File: config.mk
export PLATFORM = sky130hd
export DESIGN_NAME = sun_tracker
export DESIGN_NICKNAME = d
export VERILOG_FILES = /design/src/rtl/sun_tracker.sv
export SDC_FILE = /design/constraint.sdc
export NUM_CORES = 1
export LEC_CHECK = 0
export ABC_CLOCK_PERIOD_IN_PS = 2240
export BUFFER_PORTS_ARGS = -buffer_cell sky130_fd_sc_hd__buf_2
export CORE_MARGIN = 3
export CORE_UTILIZATION = 50
export DETAILED_ROUTE_END_ITERATION = 12
export GPL_TIMING_DRIVEN = 0
export PLACE_DENSITY = 0.74
export SYNTH_ARGS = -nofsm -noshare
export SYNTH_HDL_FRONTEND = slang
export SYNTH_SLANG_ARGS = --single-unit
File: constraint.sdc
create_clock -name clk -period 2.24 [get_ports clk]
set_input_delay 0.672 -clock clk [delete_from_list [all_inputs] [get_ports clk]]
set_output_delay 0.672 -clock clk [all_outputs]
set_load 0.01 [all_outputs]
File: src/rtl/sun_tracker.sv
// sun_tracker: steps azimuth/elevation motors toward the brightest of four
// lux readings and parks the collector at home (0,0) when all are dark.
module sun_tracker #(
   parameter int POS_W       = 8,
   parameter int POS_MAX     = 255,
   parameter int DEADBAND    = 8,
   parameter int DARK_LUX    = 5,
   parameter int STEP_PERIOD = 4
) (
   input  logic             clk,
   input  logic             rst,
   input  logic             sample_valid,
   input  logic [7:0]       n_lux,
   input  logic [7:0]       e_lux,
   input  logic [7:0]       s_lux,
   input  logic [7:0]       w_lux,
   output logic             az_step,
   output logic             az_dir,
   output logic             el_step,
   output logic             el_dir,
   output logic [POS_W-1:0] az_pos,
   output logic [POS_W-1:0] el_pos,
   output logic             busy,
   output logic             parked
);

   localparam int CNT_W = (STEP_PERIOD > 1) ? $clog2(STEP_PERIOD) : 1;
   localparam logic [CNT_W-1:0] CNT_LAST = CNT_W'(STEP_PERIOD - 1);
   localparam logic signed [8:0] DB = 9'(DEADBAND);
   localparam logic [POS_W-1:0] PMAX = POS_W'(POS_MAX);
   localparam logic [7:0] DARK = 8'(DARK_LUX);

   typedef enum logic [2:0] {
      IDLE,
      EVAL,
      AZ_STEP,
      AZ_WAIT,
      EL_STEP,
      EL_WAIT,
      PARK_STEP,
      PARK_WAIT
   } state_t;

   state_t state_q, state_d;

   logic [7:0] n_q, n_d;
   logic [7:0] e_q, e_d;
   logic [7:0] s_q, s_d;
   logic [7:0] w_q, w_d;

   logic [CNT_W-1:0] cnt_q, cnt_d;

   logic             az_step_q, az_step_d;
   logic             az_dir_q, az_dir_d;
   logic             el_step_q, el_step_d;
   logic             el_dir_q, el_dir_d;
   logic [POS_W-1:0] az_pos_q, az_pos_d;
   logic [POS_W-1:0] el_pos_q, el_pos_d;
   logic             busy_q, busy_d;
   logic             parked_q, parked_d;

   logic signed [8:0] d_ew;
   logic signed [8:0] d_ns;

   logic dark;
   logic az_east;
   logic az_need;
   logic el_north;
   logic el_need;
   logic at_home;
   logic park_az;
   logic cnt_done;

   assign d_ew = $signed({1'b0, e_q}) - $signed({1'b0, w_q});
   assign d_ns = $signed({1'b0, n_q}) - $signed({1'b0, s_q});

   // Step decisions always use the latched sample and current positions
   always_comb begin
      dark = (n_q < DARK) && (e_q < DARK) &&
             (s_q < DARK) && (w_q < DARK);
      az_east = d_ew > DB;
      az_need = (az_east && (az_pos_q < PMAX)) ||
                ((d_ew < -DB) && (az_pos_q != '0));
      el_north = d_ns > DB;
      el_need = (el_north && (el_pos_q < PMAX)) ||
                ((d_ns < -DB) && (el_pos_q != '0));
      at_home = (az_pos_q == '0) && (el_pos_q == '0);
      park_az = az_pos_q != '0;
      cnt_done = cnt_q == CNT_LAST;
   end

   always_comb begin
      state_d   = state_q;
      n_d       = n_q;
      e_d       = e_q;
      s_d       = s_q;
      w_d       = w_q;
      cnt_d     = cnt_q;
      az_step_d = 1'b0;
      el_step_d = 1'b0;
      az_dir_d  = az_dir_q;
      el_dir_d  = el_dir_q;
      az_pos_d  = az_pos_q;
      el_pos_d  = el_pos_q;
      parked_d  = parked_q;

      unique case (state_q)
         IDLE: begin
            if (sample_valid) begin
               n_d     = n_lux;
               e_d     = e_lux;
               s_d     = s_lux;
               w_d     = w_lux;
               state_d = EVAL;
            end
         end
         EVAL: begin
            if (dark) begin
               if (at_home) begin
                  parked_d = 1'b1;
                  state_d  = IDLE;
               end else begin
                  state_d = PARK_STEP;
                  if (park_az) begin
                     az_step_d = 1'b1;
                     az_dir_d  = 1'b0;
                  end else begin
                     el_step_d = 1'b1;
                     el_dir_d  = 1'b0;
                  end
               end
            end else begin
               parked_d = 1'b0;
               if (az_need) begin
                  az_step_d = 1'b1;
                  az_dir_d  = az_east;
                  state_d   = AZ_STEP;
               end else if (el_need) begin
                  el_step_d = 1'b1;
                  el_dir_d  = el_north;
                  state_d   = EL_STEP;
               end else begin
                  state_d = IDLE;
               end
            end
         end
         AZ_STEP: begin
            az_pos_d = az_dir_q ? az_pos_q + POS_W'(1)
                                : az_pos_q - POS_W'(1);
            cnt_d    = '0;
            state_d  = AZ_WAIT;
         end
         AZ_WAIT: begin
            if (!cnt_done) begin
               cnt_d = cnt_q + CNT_W'(1);
            end else if (el_need) begin
               el_step_d = 1'b1;
               el_dir_d  = el_north;
               state_d   = EL_STEP;
            end else begin
               state_d = IDLE;
            end
         end
         EL_STEP: begin
            el_pos_d = el_dir_q ? el_pos_q + POS_W'(1)
                                : el_pos_q - POS_W'(1);
            cnt_d    = '0;
            state_d  = EL_WAIT;
         end
         EL_WAIT: begin
            if (!cnt_done) begin
               cnt_d = cnt_q + CNT_W'(1);
            end else begin
               state_d = IDLE;
            end
         end
         PARK_STEP: begin
            // The pulse raised on entry tells which axis moved
            if (az_step_q) begin
               az_pos_d = az_pos_q - POS_W'(1);
            end else begin
               el_pos_d = el_pos_q - POS_W'(1);
            end
            cnt_d   = '0;
            state_d = PARK_WAIT;
         end
         PARK_WAIT: begin
            if (!cnt_done) begin
               cnt_d = cnt_q + CNT_W'(1);
            end else if (at_home) begin
               parked_d = 1'b1;
               state_d  = IDLE;
            end else begin
               state_d = PARK_STEP;
               if (park_az) begin
                  az_step_d = 1'b1;
                  az_dir_d  = 1'b0;
               end else begin
                  el_step_d = 1'b1;
                  el_dir_d  = 1'b0;
               end
            end
         end
         default: begin
            state_d = IDLE;
         end
      endcase

      busy_d = state_d != IDLE;
   end

   always_ff @(posedge clk or negedge rst) begin
      if (!rst) begin
         state_q   <= IDLE;
         n_q       <= '0;
         e_q       <= '0;
         s_q       <= '0;
         w_q       <= '0;
         cnt_q     <= '0;
         az_step_q <= 1'b0;
         az_dir_q  <= 1'b0;
         el_step_q <= 1'b0;
         el_dir_q  <= 1'b0;
         az_pos_q  <= '0;
         el_pos_q  <= '0;
         busy_q    <= 1'b0;
         parked_q  <= 1'b0;
      end else begin
         state_q   <= state_d;
         n_q       <= n_d;
         e_q       <= e_d;
         s_q       <= s_d;
         w_q       <= w_d;
         cnt_q     <= cnt_d;
         az_step_q <= az_step_d;
         az_dir_q  <= az_dir_d;
         el_step_q <= el_step_d;
         el_dir_q  <= el_dir_d;
         az_pos_q  <= az_pos_d;
         el_pos_q  <= el_pos_d;
         busy_q    <= busy_d;
         parked_q  <= parked_d;
      end
   end

   assign az_step = az_step_q;
   assign az_dir  = az_dir_q;
   assign el_step = el_step_q;
   assign el_dir  = el_dir_q;
   assign az_pos  = az_pos_q;
   assign el_pos  = el_pos_q;
   assign busy    = busy_q;
   assign parked  = parked_q;

endmodule

==> flow_summary_export.csv <==
group,metric,value,unit
status,status,"complete, but fails checks",
status,violations,"setup timing",
global_route,grt_pass1_wl,14700,um
yosys,avgSynthCellArea,9.32,um^2
sta,finalSetupViolCount,7,
worst_setup_path,slowest_stage,"dfrtp_1",
finish,antenna_cells,0,
placement,place_congestion,0.881,
worst_setup_path,required,2.46,ns
finish,seq_area,1480,um^2
finish,synthToLayoutAreaGrowth,22.1,%
yosys,synth_seq_cells,59,
yosys,synth_largest_type_area_fraction,0.401,
clock_tree,htreeDepth,3,
clock_tree,clock-root-buffer,"clkbuf_8",
finish,multi_input_area,2200,um^2
pwr,vdd_drop_max,0.914,mV
clock_tree,cts_buffers,9,
yosys,yosys_warnings,0,
clock_tree,clk_latency,0.34,ns
min_path,hp-class,"in2async",
finish,fillCellCount,604,
yosys,synth_fa_ha_area_frac,0.0891,
yosys,synthMuxAreaShare,0.0486,
yosys,synthXorXnorAreaFrac,0.0642,
drt,drtIter0Drc,191,
worst_setup_path,cp_cell_sequence,"ha_4, fa_2, nor2b_4, o22ai_2, xnor2_2, nor4bb_4, nand4bb_1, o211ai_4, and4b_1, o21ai_1",
worst_setup_path,worstPathMaxFanout,5,
sta,hold_violations,0,
worst_setup_path,cp.arrival,2.72,ns
drt,totalWireLength,8580,um
yosys,synth-simple-area-share,0.195,
finish,fin_cells,570,
yosys,synth.area.top_cells,"dfrtp_1, ha_1, nand2_1, o21ai_0, mux2_2",
sta,timing.slew.headroom,0.491,
drt,routed.top_layer,"met4",
sta,drv_slew,0,
floorplanning,coreArea,6980,um^2
worst_setup_path,max_stage_delay,0.42,ns
sta,fin_crit,2.50,ns
worst_setup_path,reg2regPathDepth,10,
yosys,ys.flop_type,"dfrtp_1",
floorplanning,die_h,91.8,um
drt,vias,3115,
floorplanning,die_w,91.8,um
pwr,pwr-share-comb,0.603,
floorplanning,ios,57,
pwr,p_per_area,1700,nW/um^2
drt,met3_wirelength,453,um
yosys,synth_top_family_by_area,"simple AND/OR/NAND/NOR gates",
pwr,p_leak,2.01,nW
global_route,grt_overflow,0,
global_route,grt_max_degree,60,
drt,first_pass_iters,5,
sta,tightest_slew,0.764,ns
yosys,async_reset_ff_frac,1.00,
finish,layout-drive-gt1-share,0.289,
placement,place_area,4110,um^2
run,cap_violations,0,
yosys,ys_seq_area_frac,0.401,
sta,period_share,1.12,
placement,dp_slack,-0.332,ns
global_route,grt.total_usage,0.217,
drt,detail-route-antenna-nets,0,
clock_tree,clkSinkCount,59,
yosys,synth_edf_count,0,
clock_tree,tritoncts,"built",
worst_setup_path,path_class,"reg2reg",
drt,wl_met1,3810,um
yosys,syn_area,3680,um^2
pwr,p_sw,3.29,mW
worst_setup_path,worst_setup_path_end_kind,"register",
sta,rsz0062_at_grt,"true",
worst_setup_path,cp-start-kind,"register",
floorplanning,die_area,8430,um^2
clock_tree,clk_pin_slew,0.07,ns
yosys,yosysTopAreaCell,"dfrtp_1",
placement,dp_hpwl,6060,um
drt,wire_per_inst,15.0,um
floorplanning,rows,30,
placement,place_inst,547,
pwr,p_int,4.36,mW
pwr,seqPwrFrac,0.271,
sta,layout_setup_ws,-0.262,ns
sta,max_freq,400,MHz
sta,clock_skew,0.0126,ns
yosys,synth_cell_types,65,
worst_setup_path,path_buf_inv,0,
global_route,grt_pass1_vias,3167,
floorplanning,start_util,0.527,
worst_setup_path,crit_cells,10,
drt,drc,0,
yosys,synth-compound-area-share,0.156,
pwr,swShare,0.431,
drt,vias_per_cell,5.46,
finish,layout.nets,529,
worst_setup_path,cp_top_family,"simple AND/OR/NAND/NOR gates",
finish,stdcell_area,4490,um^2
clock_tree,clockBufferDepth,2,
pwr,clkPwrFrac,0.126,
placement,portBuffers,56,
yosys,synthesis.instances,395,
clock_tree,hold_buffers,0,
yosys,synth_nets,455,
drt,dr_wl_met2,4120,um
global_route,antenna_found_initial,0,
## worst paths after layout
kind | slack, ns | endpoint | start
max | -0.26 | busy$_DFF_PN0_ | w_q[0]$_DFFE_PN0P_
min | 0.39 | el_pos[6]$_DFFE_PN0P_ | rst
max reg2reg | -0.26 | busy$_DFF_PN0_ | w_q[0]$_DFFE_PN0P_
min reg2reg | 0.52 | az_pos[7]$_DFFE_PN0P_ | az_pos[7]$_DFFE_PN0P_
max in group asynchronous | 1.32 | e_q[3]$_DFFE_PN0P_ | rst
min in group clk | 0.52 | az_pos[7]$_DFFE_PN0P_ | az_pos[7]$_DFFE_PN0P_
## cells in the mapped netlist, types with 3 or more instances
cell / instances
nand2_1: 51
mux2_2: 15
xor2_1: 10
a21o_1: 4
nand2b_1: 3
nand3_1: 10
inv_1: 25
dfrtp_1: 59
nor3_1: 12
nor2_1: 22
nand3b_1: 3
a21oi_1: 15
xnor2_1: 17
clkbuf_1: 7
a31oi_1: 6
nand4_1: 6
nor2b_1: 4
ha_1: 23
o21ai_0: 37
and2_1: 3
buf_6: 3
nor4_1: 6
o22ai_1: 3
## cells by family (layout without fill, tap and decap cells)
logic type | after synthesis | count (layout)
AOI/OAI and AO/OA | 91 | 91
xor gates and xnor gates | 27 | 27
adders and majority gates | 25 | 25
buffers and inverters | 37 | 116
DFF | 59 | 59
muxes | 16 | 16
and+or+nand+nor | 140 | 140
## layer usage
metal | global-route usage | vias to the layer above
li1 | - | 1542
met1 | 0.280 | 1473
met2 | 0.354 | 84
met3 | 0.0377 | 16
met4 | 0.0978 | 0
met5 | 0 | -
## cell usage in the layout, fill, tap and decap left out, drive strengths merged, types with 2 or more instances in the layout
master / synthesis / routed
nand4: 6 / 6
nand2b: 3 / 3
nor4b: 2 / 2
o31a: 2 / 2
ha: 23 / 23
nor4: 6 / 6
xnor2: 17 / 17
buf: 5 / 68
o211ai: 3 / 3
clkinv: 0 / 5
and3: 3 / 3
o21ai: 38 / 38
a21o: 4 / 4
o22ai: 3 / 3
nand3b: 3 / 3
clkbuf: 7 / 17
or2: 4 / 4
a22o: 2 / 2
nor3: 12 / 12
inv: 25 / 25
and2: 3 / 3
nor2: 22 / 22
mux2: 15 / 15
a21boi: 3 / 3
fa: 2 / 2
nand3: 10 / 10
nand2: 52 / 52
nor2b: 4 / 4
dfrtp: 59 / 59
o31ai: 2 / 2
or3: 2 / 2
xor2: 10 / 10
a31oi: 6 / 6
a21oi: 15 / 15
## power by group through the flow
stage / clock, mW / combinational (mW) / sequential, mW
after floorplan: 0 / 3.00 / 2.04
after global placement: 0 / 3.72 / 2.06
after CTS: 0.987 / 4.26 / 2.06
after detailed placement: 0 / 3.87 / 2.08
final: 0.965 / 4.61 / 2.07
after global routing: 1.04 / 5.15 / 2.14
## flip-flops by register name (all words and copies together) (netlist names)
| name | cells |
|---|---|
| s_q | 8 |
| az_pos | 8 |
| el_dir | 1 |
| w_q | 8 |
| az_step | 1 |
| busy | 1 |
| n_q | 8 |
| cnt_q | 2 |
| e_q | 8 |
| az_dir | 1 |
| parked | 1 |
| state_q | 3 |
| el_step | 1 |
| el_pos | 8 |
## through the flow
| stage | hold WS (ns) | TNS, ns | util | total power, mW |
|---|---|---|---|---|
| after detailed placement | 0.508 | -4.36 | 0.589 | 5.95 |
| after global placement | 0.507 | -4.05 | 0.589 | 5.78 |
| after floorplan | 0.376 | -0.0328 | - | 5.03 |
| after CTS | 0.522 | -1.11 | 0.632 | 7.31 |
| after global routing | 0.467 | -2.32 | 0.644 | 8.33 |
| final | 0.390 | -1.47 | 0.644 | 7.65 |
## cell type report
cell class,count,share of cell area
buffer,12,0.0167
sequential,59,0.329
timing repair buffer,63,0.0746
inverter,25,0.0209
tap,96,0.0267
multi-input combinational,299,0.490
clock inverter,6,0.0122
clock buffer,10,0.0306
## repair_timing
| action | CTS | global route |
|---|---|---|
| buffers inserted | 4 | 3 |
| pin swaps | 9 | 7 |
| gates resized for setup | 18 | 9 |
| setup endpoints to repair | 8 | 7 |
Note: power is estimated with default switching activity, not from simulation.
